$ cat src/rtl/fpu_lead0_pkg.sv
// ============================================================================
// Module   : fpu_lead0_pkg
// Purpose  : Shared sizing helpers and types for the leading-digit counter
//            and normaliser pipeline.
// Revision : 1.0 - initial release
// ============================================================================
`default_nettype none

package fpu_lead0_pkg;

    localparam int MAX_WIDTH = 64;
    localparam int MAX_CNTW  = 7;

    // Node count inside the counter tree; wide enough for a 64-bit all-zero run.
    typedef logic [MAX_CNTW-1:0] lead_cnt_t;

    function automatic int grp_count(input int width);
        return (width + 3) / 4;
    endfunction

    function automatic int zero_cnt(input int width);
        return width;
    endfunction

endpackage

`default_nettype wire

$ cat src/rtl/fpu_lead0_tree.sv
// ============================================================================
// Module   : fpu_lead0_tree
// Purpose  : Combinational leading-zero counter built from 4-bit groups that
//            are merged pairwise, MSB first.
// Revision : 1.0 - initial release
// ============================================================================
`default_nettype none

module fpu_lead0_tree
    import fpu_lead0_pkg::*;
#(
    parameter int WIDTH = 53,
    parameter int CNTW  = 6
) (
    input  logic [WIDTH-1:0] d,
    output logic [CNTW-1:0]  cnt,
    output logic             zero
);

    localparam int NG       = grp_count(WIDTH);
    localparam int NGP      = 1 << $clog2(NG);
    localparam int PW       = 4 * NG;
    localparam int ZERO_CNT = zero_cnt(WIDTH);

    logic [PW-1:0] w_pad;
    // Heap-indexed tree: node 1 is the root, leaves occupy NGP..2*NGP-1.
    lead_cnt_t     w_cnt [1:2*NGP-1];

    // Padding ones at the LSB end stop an all-zero input at exactly WIDTH.
    generate
        if (PW == WIDTH) begin : g_nopad
            assign w_pad = d;
        end else begin : g_pad
            assign w_pad = {d, {(PW-WIDTH){1'b1}}};
        end
    endgenerate

    generate
        for (genvar g = 0; g < NGP; g++) begin : g_leaf
            if (g < NG) begin : g_real
                logic [3:0] w_nib;
                assign w_nib = w_pad[PW-1-4*g -: 4];
                assign w_cnt[NGP+g] = lead_cnt_t'(w_nib[3] ? 3'd0 :
                                                  w_nib[2] ? 3'd1 :
                                                  w_nib[1] ? 3'd2 :
                                                  w_nib[0] ? 3'd3 : 3'd4);
            end else begin : g_fill
                assign w_cnt[NGP+g] = lead_cnt_t'(4);
            end
        end

        // A child whose count equals its own size is all zero, so the right
        // child's count continues the run.
        for (genvar i = 1; i < NGP; i++) begin : g_node
            localparam lead_cnt_t HALF = lead_cnt_t'((4 * NGP) >> $clog2(i + 1));
            assign w_cnt[i] = (w_cnt[2*i] == HALF) ? HALF + w_cnt[2*i+1]
                                                   : w_cnt[2*i];
        end
    endgenerate

    assign zero = (w_cnt[1] >= lead_cnt_t'(WIDTH));
    assign cnt  = zero ? CNTW'(ZERO_CNT) : CNTW'(w_cnt[1]);

endmodule

`default_nettype wire

$ cat src/rtl/fpu_lead0_norm_pipe.sv
// ============================================================================
// Module   : fpu_lead0_norm_pipe
// Purpose  : Two-stage leading-zero/one counter and left-shift normaliser with
//            valid/ready flow control. in_rdy depends combinationally on out_rdy.
// Revision : 1.0 - initial release
// ============================================================================
`default_nettype none

module fpu_lead0_norm_pipe
    import fpu_lead0_pkg::*;
#(
    parameter int WIDTH = 53,
    parameter int CNTW  = 6,
    parameter int TAGW  = 4
) (
    input  logic             rclk,
    input  logic             reset,
    input  logic             in_vld,
    output logic             in_rdy,
    input  logic [WIDTH-1:0] in_data,
    input  logic             in_ones,
    input  logic [TAGW-1:0]  in_tag,
    output logic             out_vld,
    input  logic             out_rdy,
    output logic [CNTW-1:0]  out_cnt,
    output logic             out_zero,
    output logic [WIDTH-1:0] out_norm,
    output logic [TAGW-1:0]  out_tag
);

    generate
        if (WIDTH < 2 || WIDTH > MAX_WIDTH || (2 ** CNTW) <= WIDTH) begin : g_param_check
            $error("fpu_lead0_norm_pipe: WIDTH must be 2..64 and 2**CNTW > WIDTH");
        end
    endgenerate

    logic             r_s1_vld;
    logic [WIDTH-1:0] r_s1_data;
    logic [CNTW-1:0]  r_s1_cnt;
    logic             r_s1_zero;
    logic [TAGW-1:0]  r_s1_tag;

    logic             r_s2_vld;
    logic [WIDTH-1:0] r_s2_norm;
    logic [CNTW-1:0]  r_s2_cnt;
    logic             r_s2_zero;
    logic [TAGW-1:0]  r_s2_tag;

    logic             w_s1_adv;
    logic             w_s2_adv;
    logic [WIDTH-1:0] w_d;
    logic [CNTW-1:0]  w_cnt;
    logic             w_zero;

    // Each stage advances when it is empty or the stage ahead is advancing.
    assign w_s2_adv = !r_s2_vld || out_rdy;
    assign w_s1_adv = !r_s1_vld || w_s2_adv;
    assign in_rdy   = w_s1_adv;

    // Counting ones is counting zeros of the complement.
    assign w_d = in_ones ? ~in_data : in_data;

    fpu_lead0_tree #(
        .WIDTH (WIDTH),
        .CNTW  (CNTW)
    ) u_tree (
        .d    (w_d),
        .cnt  (w_cnt),
        .zero (w_zero)
    );

    always_ff @(posedge rclk or posedge reset) begin
        if (reset) begin
            r_s1_vld  <= 1'b0;
            r_s1_data <= '0;
            r_s1_cnt  <= '0;
            r_s1_zero <= 1'b0;
            r_s1_tag  <= '0;
            r_s2_vld  <= 1'b0;
            r_s2_norm <= '0;
            r_s2_cnt  <= '0;
            r_s2_zero <= 1'b0;
            r_s2_tag  <= '0;
        end else begin
            if (w_s1_adv) begin
                r_s1_vld <= in_vld;
                if (in_vld) begin
                    r_s1_data <= in_data;
                    r_s1_cnt  <= w_cnt;
                    r_s1_zero <= w_zero;
                    r_s1_tag  <= in_tag;
                end
            end
            if (w_s2_adv) begin
                r_s2_vld <= r_s1_vld;
                if (r_s1_vld) begin
                    // A count of WIDTH shifts everything out, leaving zero.
                    r_s2_norm <= r_s1_data << r_s1_cnt;
                    r_s2_cnt  <= r_s1_cnt;
                    r_s2_zero <= r_s1_zero;
                    r_s2_tag  <= r_s1_tag;
                end
            end
        end
    end

    assign out_vld  = r_s2_vld;
    assign out_cnt  = r_s2_cnt;
    assign out_zero = r_s2_zero;
    assign out_norm = r_s2_norm;
    assign out_tag  = r_s2_tag;

endmodule

`default_nettype wire
$ cat config.mk
export PLATFORM = sky130hd
export DESIGN_NAME = fpu_lead0_norm_pipe
export DESIGN_NICKNAME = d
export VERILOG_FILES = /design/src/rtl/fpu_lead0_pkg.sv /design/src/rtl/fpu_lead0_tree.sv /design/src/rtl/fpu_lead0_norm_pipe.sv
export SDC_FILE = /design/constraint.sdc
export NUM_CORES = 1
export LEC_CHECK = 0
export CAP_MARGIN = 25
export CELL_PAD_IN_SITES_DETAIL_PLACEMENT = 0
export CELL_PAD_IN_SITES_GLOBAL_PLACEMENT = 1
export CORE_UTILIZATION = 51
export DETAILED_ROUTE_END_ITERATION = 12
export DONT_BUFFER_PORTS = 1
export PLACE_DENSITY = 0.82
export SLEW_MARGIN = 20
export SYNTH_ARGS = -nofsm -noshare
export SYNTH_HDL_FRONTEND = slang
export SYNTH_SLANG_ARGS = --single-unit
$ cat constraint.sdc
create_clock -name rclk -period 5.5 [get_ports rclk]
set_input_delay 0.55 -clock rclk [delete_from_list [all_inputs] [get_ports rclk]]
set_output_delay 0.55 -clock rclk [all_outputs]
set_load 0.1 [all_outputs]
# Word-level counts from Yosys, hierarchy flattened
# Cells that the tools add are included.
# W data, S select, Z words.
# word_totals
ff_bits	130
word_cells	115
# op_classes
addsub	13
magnitude_cmp	1
n_eq_ne	14
shift	1
muxes	69
bitwise_logic	1
n_reduce_logical	6
# ops
op	count
$mux W7	53
$mux W53	1
$not A53 Y53	1
$shl A53 B6 Y53	1
$add A3 B7 Y7 const A	7
$eq A7 B3 Y1 const B	7
$mux W3	13
$eq A7 B4 Y1 const B	4
$add A4 B7 Y7 const A	3
$add A5 B7 Y7 const A	2
$eq A7 B5 Y1 const B	2
$add A6 B7 Y7 const A	1
$eq A7 B6 Y1 const B	1
$ge A7 B6 Y1 const B	1
$mux W6	1
$reduce_and A2 Y1	2
$logic_not A1 Y1	2
$logic_or A1 B1 Y1	2
$mux W1	1

# Logic depth before layout (Yosys ltp)
# Gate-level depths: netlist (run 1).
# logic_depth
depth_word	16
mapped_depth	11
ltp_nobuf	8

# Hierarchy
# From an unflattened synthesis (run 1), not the netlist that was laid out.
# hier_totals
hier_cells	891
hier_area_um2	9409.0
# modules_own_cells
module	instances	cells_per_inst	area_each_um2
fpu_lead0_norm_pipe	1	771	8699.6
fpu_lead0_tree	1	120	709.4

# Worst setup path after synthesis (run 1)
# OpenSTA, ideal clock, no wires.
# synth_path
kind	register -> register
start	register r_s2_vld (netlist: out_vld)
end	register r_s1_cnt[1]
t_arrival_ns	3.200
path_slack_ns	2.175
path_stages_with_launch	5
n_path_buf	1
period_less_slack_ns	3.325
path_cell_list	dfrtp_1 -> nand3b_1 -> nand2_1 -> clkbuf_1 -> mux2_2
# synth_between
elab_chain_len	4
# synth_rtl
item	line	text
start, declared	fpu_lead0_norm_pipe.sv:43	logic r_s2_vld;
start signal, assigned	fpu_lead0_norm_pipe.sv:95	r_s2_vld <= r_s1_vld;
$logic_not A1 Y1	fpu_lead0_norm_pipe.sv:56	assign w_s2_adv = !r_s2_vld || out_rdy;
$logic_or A1 B1 Y1	fpu_lead0_norm_pipe.sv:56	
$logic_or A1 B1 Y1	fpu_lead0_norm_pipe.sv:57	assign w_s1_adv = !r_s1_vld || w_s2_adv;
net in_rdy	fpu_lead0_norm_pipe.sv:19	output logic in_rdy,
$reduce_and A2 Y1 (no line)	--	
end signal, assigned	fpu_lead0_norm_pipe.sv:89	r_s1_cnt <= w_cnt;
end, declared	fpu_lead0_norm_pipe.sv:39	logic [CNTW-1:0] r_s1_cnt;
# The timed path passes the listed nets, and every way through them passes these cells.
# A chain may end at the register's enable or synchronous reset.

# Final worst setup path (run 1)
# layout_path
start	register r_s1_cnt[0]
end	register r_s2_norm[28] (netlist: out_norm[28])
# layout_between
elab_chain_len	1
# layout_rtl
item	line	text
$shl A53 B6 Y53	fpu_lead0_norm_pipe.sv:98	r_s2_norm <= r_s1_data << r_s1_cnt;
end signal, assigned	fpu_lead0_norm_pipe.sv:98	
end, declared	fpu_lead0_norm_pipe.sv:44	logic [WIDTH-1:0] r_s2_norm;
# No other way between the ends.

==> reports/results.ini, run 1 <==
[routing]
postRouteAntennaNets=0
postRouteWirelength_um=23740
via_count=7088
routedWlPerCell_um=21.88
via_per_inst=6.533
drt_pre_antenna_iters=6
drc=0
drt_iter0_markers=692

[yosys]
synth_warnings=0
netlist-cell-type-count=68
synth_seq_cells=130
postSynth.topFlopCell=dfrtp_1
synth_async_sr_flop_share_pct=100.0
synth_area_per_cell_um2=10.20
mappedNetlistNets=941
postSynthCellCount=879
synth_largest_type_area_fraction_pct=36.28
synth.top_cells.by_area=dfrtp_1 36%, mux2_2 13%, mux4_2 11%, mux2i_1 7.3%, o21ai_0 3.9%
synth_seq_area_share_pct=36.28
yosysTopAreaCell=dfrtp_1
syn_area_um2=8966
synth_enable_flop_cells=0

[cts]
tritoncts.num_buffers=17
clock_insertion_delay_worst_skew_ns=0.43
clock_path_buffers=2
path_clk_slew_ns=0.06
post_cts.repair.setup_buffers=0
cts.sinks=130
cts.hold.buffers_added=0
cts_root_buffer=clkbuf_16
cts_tree=built
count_of_cells_resized_by_post_cts_repair=0
cts-htree-levels=4

[global_routing]
grt_pass1_wl_um=38090
use_met3_pct=5.443
use_met1_pct=37.54
grt_util_all_layers_pct=27.27
global_route.overflow_total=0
number_of_global_route_vias_before_repair=6949
grt.met2_usage_pct=42.77
antenna_found_initial=0
global_route.peak_usage_layer=met2
maximum_number_of_pins_on_one_net_before_global_route_repair=80

[timing]
fmax_mhz=286.1
report.final.hold_viol_count=0
setup-violations-final=0
timing_max_transition_violations_final=0
timing.max_slew.rel_slack_pct=29.29
worst_slew_pin_slew_ns=1.061
finalSetupTns_ns=0
fin_skew_ns=0.01683
final.min_clock_period_ns=3.495
grt_setup_unrepaired=no
final_min_period_over_clock_period_pct=63.55

[floorplanning]
fp-row-count=48
die_width_um=134.6
floorplan.initialDensity_pct=52.02
floorplan.die.height_um=134.6
die_area_um2=18110
core_region_area_um2=17240
pin_count=128

[setup_path]
critPathLaunchType=flop
cp_data_arrival_time_ns=3.80
worst-endpoint-required_ns=5.81
start_to_end_type_of_the_worst_setup_path=flop to flop
element_type_at_the_critical_path_end=flop
critPathMaxFanout=33

[place]
hpwlAfterDp_um=17480
buffer_ports.inserted=0
routabilityCongestion=0.9211

[power_and_ir_drop]
power.static_leakage_nw=3.912
power_density_normalized_to_cell_area_nw_per_um2=467.8
vdd_drop_max_uv=293.3
power.total_mw=4.535

[finish]
layout-drive-gt1-share_pct=24.30
diodes_inserted=0
nFillCells=1485
nNetsFinal=910
synthToLayoutAreaGrowth_pct=8.122
layout.cells.most_common=dfrtp_1
mostFrequentLayoutCells=126 x dfrtp_1, 101 x mux2_2, 87 x nand2_1, 70 x o21ai_0, 65 x mux2i_1

[hold_path]
timing.hold.worst.class=primary input to async pin

[job]
max_cap_viol_count=0

[run_status]
status=completed

[metal layers]
| metal | share of wire (%) | up-vias |
|---|---|---|
| li1 | - | 3266 |
| met2 | 46 | 258 |
| met1 | 45 | 3529 |
| met5 | 0 | - |
| met4 | 2.1 | 0 |
| met3 | 6.8 | 35 |
[sequential cells by signal, indices dropped and copies added (netlist names), 4 cells and up]
signal	flops
r_s1_data	53
r_s1_tag	4
out_cnt	6
out_tag	4
out_norm	53
r_s1_cnt	6
[worst max-delay path: stages, from the launching register on]
cell and delay (ns):
dfrtp_2 0.81, buf_4 0.56, mux4_2 0.59, mux2i_1 0.55, nand2_1 0.11, o21ai_1 0.26, mux2i_1 0.22, a22o_1 0.26
[per-stage QoR]
step                util, %  std cells  cell area [um^2]  hold slack, ns  setup slack [ns]
floorplan                 -        879              8966          0.4569             1.481
global placement      52.42       1051              9036          0.4814             2.113
detailed placement    52.66       1053              9076          0.4913             2.069
CTS                   56.08       1084              9667          0.2129             2.034
global route          56.24       1085              9694         0.07823             1.784
finish                56.24       1085              9694         0.05419             2.005
[where the power goes]
part	total, mW	switching (mW)	internal, mW	leakage (nW)
logic	1.03	0.517	0.512	2.05
registers	2.38	1.25	1.13	1.58
clock network	1.13	0.418	0.710	0.284
total	4.53	2.18	2.35	3.91
[final timing paths]
check	start	to	slack, ns	cells past startpoint
worst max-delay path	r_s1_cnt[0]$_DFFE_PP0P_	out_norm[28]$_DFFE_PP0P_	2.00	7
worst min-delay path	reset	out_norm[0]$_DFFE_PP0P_	0.05	2
worst max register to register	r_s1_cnt[0]$_DFFE_PP0P_	out_norm[28]$_DFFE_PP0P_	2.00	7
worst min register to register	r_s1_tag[2]$_DFFE_PP0P_	r_s1_tag[2]$_DFFE_PP0P_	0.50	1
max in group asynchronous	reset	r_s1_cnt[4]$_DFFE_PP0P_	4.82	2
min in group rclk	in_vld	r_s1_vld$_DFFE_PP0N_	0.24	1
[cell type report]
class                      instances  area, um^2  area share, %
multi-input combinational        665        5344          55.12
timing repair buffer              12       135.1          1.394
sequential                       130        3258          33.61
tap                              225       281.5          2.904
inverter                          22       85.08         0.8776
clock buffer                      22       484.2          4.995
clock inverter                     9       106.4          1.097
[kinds of logic (layout without fill, tap and decap cells)]
family                 after synthesis  after routing  synth area share, %
AO/OA/AOI/OAI                      221            221                15.90
buffers and inverters               84             65                4.173
flip-flops                         130            130                36.28
multiplexers                       210            210                30.99
AND/OR/NAND/NOR                    234            234                12.66
[Yosys cell counts, types with 8 or more instances]
master and number:
a211oi_1 9, a21oi_1 37, a22o_1 18, a22oi_1 8, buf_2 8, clkbuf_1 38, dfrtp_1 130, inv_1 20
mux2_2 101, mux2i_1 65, mux4_2 44, nand2_1 89, nand2b_1 18, nand3_1 13, nor2_1 47, nor2b_1 8
nor3_1 9, o21ai_0 70, o21ai_1 9, o22ai_1 15
Power figures use the tool's default switching activity.
==> run 2, diff against run 1 <==
- clock period: 5.5 -> 3.4 ns (I/O delays scaled with it)
==> reports/results.ini, run 2 (synthesis results as in run 1) <==
[routing]
drc=0  ; unchanged
met3_length_um=1449  ; -9.8%
drt_pre_antenna_iters=5  ; -1
routedWlPerCell_um=21.16  ; -3.3%
postRouteWirelength_um=23170  ; -2.4%
dr.max_layer_used=met4
postRouteAntennaNets=0  ; unchanged
drt-met1-wl_um=10520  ; -1.3%
drt_iter0_markers=636  ; -8.1%
via_count=7058  ; -0.42%
dr_wl_met2_um=10650  ; -2.8%
via_per_inst=6.446  ; -1.3%

[setup_path]
start_to_end_type_of_the_worst_setup_path=flop to flop
largest_incremental_delay_on_the_critical_path_ns=1.00  ; +0.19 ns
critPathMaxFanout=48  ; +45%
critPathLaunchType=flop
worst-endpoint-required_ns=3.70  ; -2.11 ns
reg2regPathDepth=5  ; -2
worst-r2r-setup-slack_ns=0.52  ; -1.48 ns
worst_path_max_delay_cell=dfrtp_2
cp_data_arrival_time_ns=3.18  ; -0.62 ns
path_cells=mux4_2 -> mux2_2 -> o21ai_0 -> mux2i_1 -> a22o_1
element_type_at_the_critical_path_end=flop

[floorplanning]
pin_count=128  ; unchanged
die_area_um2=18110  ; unchanged
floorplan.initialDensity_pct=52.02  ; unchanged
die_width_um=134.6  ; unchanged
core_region_area_um2=17240  ; unchanged
floorplan.die.height_um=134.6  ; unchanged
fp-row-count=48  ; unchanged

[timing]
grt_setup_unrepaired=no
finalSetupTns_ns=0  ; unchanged
worst_slew_pin_slew_ns=0.9688  ; -0.09182 ns
layout_setup_ws_ns=0.5219  ; -1.483 ns
report.final.hold_viol_count=0  ; unchanged
final.min_clock_period_ns=2.878  ; -0.6173 ns
timing_max_transition_violations_final=0  ; unchanged
fin_skew_ns=0.01328  ; -0.003551 ns
setup-violations-final=0  ; unchanged
timing.max_slew.rel_slack_pct=35.41  ; +6.1 points
final_min_period_over_clock_period_pct=84.65  ; +21 points
fmax_mhz=347.5  ; +21%

[cts]
path_clk_slew_ns=0.06  ; about the same
cts_tree=built
clock_path_buffers=2  ; unchanged
cts.sinks=130  ; unchanged
post_cts.repair.setup_buffers=0  ; unchanged
clock_insertion_delay_worst_skew_ns=0.43  ; about the same
tritoncts.num_buffers=17  ; unchanged
cts-htree-levels=4  ; unchanged
count_of_cells_resized_by_post_cts_repair=0  ; unchanged
cts.hold.buffers_added=0  ; unchanged
cts_root_buffer=clkbuf_16

[finish]
layout.cells.most_common=dfrtp_1
synthToLayoutAreaGrowth_pct=9.210
layout.cell_area.non_filler_um2=9792  ; +1.0%
nNetsFinal=919  ; +0.99%
mostFrequentLayoutCells=126 x dfrtp_1, 101 x mux2_2, 87 x nand2_1, 70 x o21ai_0, 65 x mux2i_1
diodes_inserted=0  ; unchanged
layout-drive-gt1-share_pct=24.71  ; +0.41 points

[place]
routabilityCongestion=0.9139  ; -0.78%
place_area_um2=9150  ; +0.81%
buffer_ports.inserted=0  ; unchanged
hpwlAfterDp_um=17730  ; +1.4%
dpl_worst_slack_ns=0.5705  ; -1.498 ns

[power_and_ir_drop]
vdd_drop_max_uv=428.7  ; +46%
power.total_mw=7.428  ; +64%
power_density_normalized_to_cell_area_nw_per_um2=758.6  ; +62%
power.static_leakage_nw=3.960  ; +1.2%

[global_routing]
global_route.overflow_total=0  ; unchanged
grt_util_all_layers_pct=26.36  ; -0.91 points
antenna_found_initial=0  ; unchanged
grt_pass1_wl_um=36980  ; -2.9%
number_of_global_route_vias_before_repair=6754  ; -2.8%
maximum_number_of_pins_on_one_net_before_global_route_repair=68  ; -15%

[run_status]
status=completed

[job]
max_cap_viol_count=0  ; unchanged

[hold_path]
timing.hold.worst.class=primary input to flop
hold-path-cell-count=1

==> run 2: cell types whose count changed in the layout (fill, tap and decap cells not counted), sizes merged <==
| cell | change |
|---|---|
| clkinvlp | +1 |
| dlygate4sd3 | +1 |
| clkinv | -1 |
| buf | +8 |
| bufinv | +2 |
| inv | -1 |
==> run 2: per-layer routing <==
metal  global-route usage, %  vias to the layer above
met5                       0                        -
met3                   5.818                       33
met1                   36.50                     3485
li1                        -                     3275
met2                   41.08                      265
met4                   8.926                        0
==> run 2: through the flow <==
step	hold slack, ns	cells	utilization, %
finish	0.01883	1095	56.81
global route	0.04019	1095	56.81
CTS	0.01133	1093	56.63
detailed placement	0.4541	1061	53.09
global placement	0.4516	1061	53.09
floorplan	0.4484	879	-
==> run 2: final cells by class <==
cell class,count,area [um^2]
clock buffers,22,454.2
clock inverters,10,157.7
fillers,1476,7445
inverters,22,86.33
multi-input cells,665,5344
flip-flops and latches,130,3258
well taps,225,281.5
repair buffers,21,210.2
==> run 2: report_power, final <==
| part | internal, mW | switching [mW] | leakage (nW) |
|---|---|---|---|
| logic | 0.845 | 0.868 | 2.09 |
| clock network | 1.24 | 0.653 | 0.290 |
| registers | 1.83 | 1.99 | 1.58 |
==> run 2: worst paths after layout <==
path | endpoint | from
worst max-delay path | out_norm[30]$_DFFE_PP0P_ | r_s1_cnt[1]$_DFFE_PP0P_
worst min-delay path | r_s1_vld$_DFFE_PP0N_ | in_vld
worst max register to register | out_norm[30]$_DFFE_PP0P_ | r_s1_cnt[1]$_DFFE_PP0P_
worst min register to register | r_s1_tag[1]$_DFFE_PP0P_ | r_s1_tag[1]$_DFFE_PP0P_
max in group asynchronous | r_s1_cnt[1]$_DFFE_PP0P_ | reset
min in group asynchronous | out_norm[37]$_DFFE_PP0P_ | reset
==> run 2: critical path: cells and delay by family (launching register included) <==
kind | cells | cell delay [ns]
flops | 1 | 1.00
mux | 3 | 0.97
compound gates | 2 | 0.77
==> run 3, diff against run 2 <==
- ABC_AREA: not set -> 1
- CORE_UTILIZATION: 51 -> 41
- PLACE_DENSITY: 0.82 -> 0.78
- clock period: 3.4 -> 2.3 ns (I/O delays scaled with it)
==> reports/results.ini, run 3 <==
[setup_path]
start_to_end_type_of_the_worst_setup_path=flop to flop
critPathTopFamily=compound AO/OA/AOI/OAI gates
worst_path_max_delay_cell=dfrtp_1
worst-endpoint-required_ns=2.58  ; -1.12 ns
element_type_at_the_critical_path_end=flop
largest_incremental_delay_on_the_critical_path_ns=0.42  ; -0.58 ns
critPathLaunchType=flop
critPathMaxFanout=54  ; +13%
critPathBufInv=1  ; +1
worst-r2r-setup-slack_ns=0.14  ; -0.39 ns
path_cells=buf_12 -> or2_2 -> o21ai_0 -> nand2_1 -> nand2_1 -> nand2_1 -> o21ai_0 -> o21ai_0 -> o211ai_1 -> o211ai_1
cp_data_arrival_time_ns=2.45  ; -0.73 ns

[power_and_ir_drop]
logic_pwr_share_pct=53.6  ; +31 points
power.static_leakage_nw=5.502  ; +39%
power.total_mw=13.18  ; +77%
power_density_normalized_to_cell_area_nw_per_um2=1215  ; +60%
internal-power_mw=6.272  ; +60%
swShare_pct=52.42  ; +5.2 points
power.share.sequential_pct=25.8  ; -26 points
vdd_drop_max_uv=551.6  ; +29%
power.switching_mw=6.910  ; +97%
clockPowerShare_pct=20.7  ; -4.8 points

[global_routing]
number_of_global_route_vias_before_repair=8585  ; +27%
maximum_number_of_pins_on_one_net_before_global_route_repair=82  ; +21%
grt_pass1_wl_um=45180  ; +22%
global_route.overflow_total=0  ; unchanged
antenna_found_initial=0  ; unchanged
grt_util_all_layers_pct=25.62  ; -0.74 points

[yosys]
postSynth.topFlopCell=dfrtp_1
synth_warnings=0  ; unchanged
synth_seq_area_share_pct=36.29  ; about the same
largest_family_of_logic_cells_by_synthesized_area=simple AND/OR/NAND/NOR gates
yosys.area_share.xor_xnor_pct=3.685  ; +3.7 points
synth_mux_area_share_pct=1.452  ; -30 points
postSynthCellCount=1365  ; +55%
synth.top_cells.by_area=dfrtp_1 36%, nand2_1 25%, o21ai_0 8.5%, nand3_1 5.4%, inv_1 2.8%
synthAdderAreaFrac_pct=0  ; unchanged
synth_async_sr_flop_share_pct=100.0  ; unchanged
syn_area_um2=8964  ; about the same
synth_seq_cells=130  ; unchanged
synth_compound_area_share_pct=15.79  ; -0.11 points
mappedNetlistNets=1427  ; +52%
yosysTopAreaCell=dfrtp_1
synth.cells.most_frequent=597 x nand2_1, 153 x o21ai_0, 130 x dfrtp_1
synthSimpleGateAreaFrac_pct=34.90  ; +22 points
netlist-cell-type-count=41  ; -40%
synth_enable_flop_cells=0  ; unchanged
post-synth-top-count-cell=nand2_1
synth_largest_type_area_fraction_pct=36.29  ; about the same
synth_area_per_cell_um2=6.567  ; -36%

[timing]
final.min_clock_period_ns=2.165  ; -0.7134 ns
timing_max_transition_violations_final=0  ; unchanged
setup-violations-final=0  ; unchanged
worst_slew_pin_slew_ns=0.9104  ; -0.05843 ns
fmax_mhz=461.9  ; +33%
final_min_period_over_clock_period_pct=94.12  ; +9.5 points
fin_skew_ns=0.01193  ; -0.001343 ns
timing.max_slew.rel_slack_pct=39.31  ; +3.9 points
finalSetupTns_ns=0  ; unchanged
layout_setup_ws_ns=0.1353  ; -0.3866 ns
report.final.hold_viol_count=0  ; unchanged
grt_setup_unrepaired=no

[finish]
nFillCells=2235  ; +51%
mostFrequentLayoutCells=595 x nand2_1, 142 x o21ai_0, 129 x dfrtp_1, 95 x nand3_1, 87 x buf_4
layout.cells.most_common=nand2_1
layout-drive-gt1-share_pct=10.78  ; -14 points
diodes_inserted=0  ; unchanged
synthToLayoutAreaGrowth_pct=21.05
nNetsFinal=1505  ; +64%

[floorplanning]
floorplan.initialDensity_pct=42.24  ; -9.8 points
die_area_um2=22460  ; +24%
core_region_area_um2=21220  ; +23%
floorplan.die.height_um=149.9  ; +11%
fp-row-count=53  ; +10%
die_width_um=149.9  ; +11%
pin_count=128  ; unchanged

[routing]
drt_iter0_markers=623  ; -2.0%
via_per_inst=5.194  ; -19%
postRouteAntennaNets=0  ; unchanged
postRouteWirelength_um=27370  ; +18%
drt_pre_antenna_iters=5  ; unchanged
drc=0  ; unchanged
via_count=8990  ; +27%
routedWlPerCell_um=15.81  ; -25%

[cts]
cts-htree-levels=4  ; unchanged
clock_insertion_delay_worst_skew_ns=0.43  ; about the same
tritoncts.num_buffers=17  ; unchanged
clock_path_buffers=2  ; unchanged
cts.sinks=130  ; unchanged
path_clk_slew_ns=0.06  ; about the same
cts_tree=built
post_cts.repair.setup_buffers=0  ; unchanged
cts_root_buffer=clkbuf_16

[place]
dpl_worst_slack_ns=0.1087  ; -0.4617 ns
hpwlAfterDp_um=20200  ; +14%
buffer_ports.inserted=0  ; unchanged
routabilityCongestion=0.8831  ; -3.4%

[hold_path]
timing.hold.worst.class=primary input to flop

[job]
max_cap_viol_count=0  ; unchanged

[run_status]
status=completed

## run 3: cell families (layout without fill, tap and decap cells)
logic type / Yosys count / after routing
buffers and inverters: 160 / 251
and+or+nand+nor: 780 / 780
DFF: 130 / 130
muxes: 13 / 13
AOI/OAI and AO/OA: 246 / 246
xor gates and xnor gates: 36 / 36
## run 3: power by group through the flow
stage | registers (mW) | logic [mW] | clock network, mW
3_3_place_gp | 3.42 | 6.90 | 0
6_report | 3.40 | 7.06 | 2.73
3_5_place_dp | 3.44 | 6.94 | 0
4_1_cts | 3.40 | 7.02 | 2.77
5_1_grt | 3.47 | 7.55 | 2.86
2_1_floorplan | 6.45 | 2.25 | 0
## run 3: area by class of cell
cell class                 count  area [um^2]  share of cell area (%)
multi-input combinational   1075         5034                   46.39
tap                          275        344.1                   3.171
clock buffer                  23        488.0                   4.497
clock inverter                 9        103.9                  0.9571
inverter                      73        277.8                   2.560
sequential                   130         3254                   29.99
timing repair buffer         146         1349                   12.43
## run 3: worst reg2reg max path: stages (launching register included)
cell and delay, ns:
dfrtp_1 0.42, buf_12 0.21, or2_2 0.31, o21ai_0 0.12
nand2_1 0.08, nand2_1 0.09, nand2_1 0.05, o21ai_0 0.13
o21ai_0 0.13, o211ai_1 0.36, o211ai_1 0.14
## run 3: per-layer routing
layer,GRT usage (%),part of all wire [%],up-vias
met5,0,0,-
met4,8.081,1.7,0
met3,3.445,4.9,26
met2,39.84,45,255
met1,36.58,48,4131
li1,-,-,4578
## run 3: worst paths after layout
kind	startpoint	to	depth (start not counted)
worst max register to register	r_s1_cnt[0]$_DFFE_PP0P_	out_norm[52]$_DFFE_PP0P_	10
worst min register to register	r_s1_tag[3]$_DFFE_PP0P_	out_tag[3]$_DFFE_PP0P_	2
worst max-delay path	r_s1_cnt[0]$_DFFE_PP0P_	out_norm[52]$_DFFE_PP0P_	10
min in group asynchronous	reset	out_norm[4]$_DFFE_PP0P_	2
max in group asynchronous	reset	out_vld$_DFFE_PP0P_	3
worst min-delay path	in_data[21]	r_s1_data[21]$_DFFE_PP0P_	2
## run 3: what timing repair did
action                                  4_1_cts  5_1_grt
endpoints found under the setup margin        0       21
gates resized for setup                       0       14
hold endpoints to repair                     72        0
hold buffers                                 49        0
## run 3: through the flow
stage / area [um^2] / cells / util [%] / hold slack (ns)
2_1_floorplan: 8981 / 1365 / - / 0.3396
3_3_place_gp: 9731 / 1649 / 45.86 / 0.2127
3_5_place_dp: 9731 / 1649 / 45.86 / 0.2218
4_1_cts: 10810 / 1730 / 50.96 / 0.01076
5_1_grt: 10850 / 1731 / 51.13 / 0.02595
6_report: 10850 / 1731 / 51.13 / 0.01965
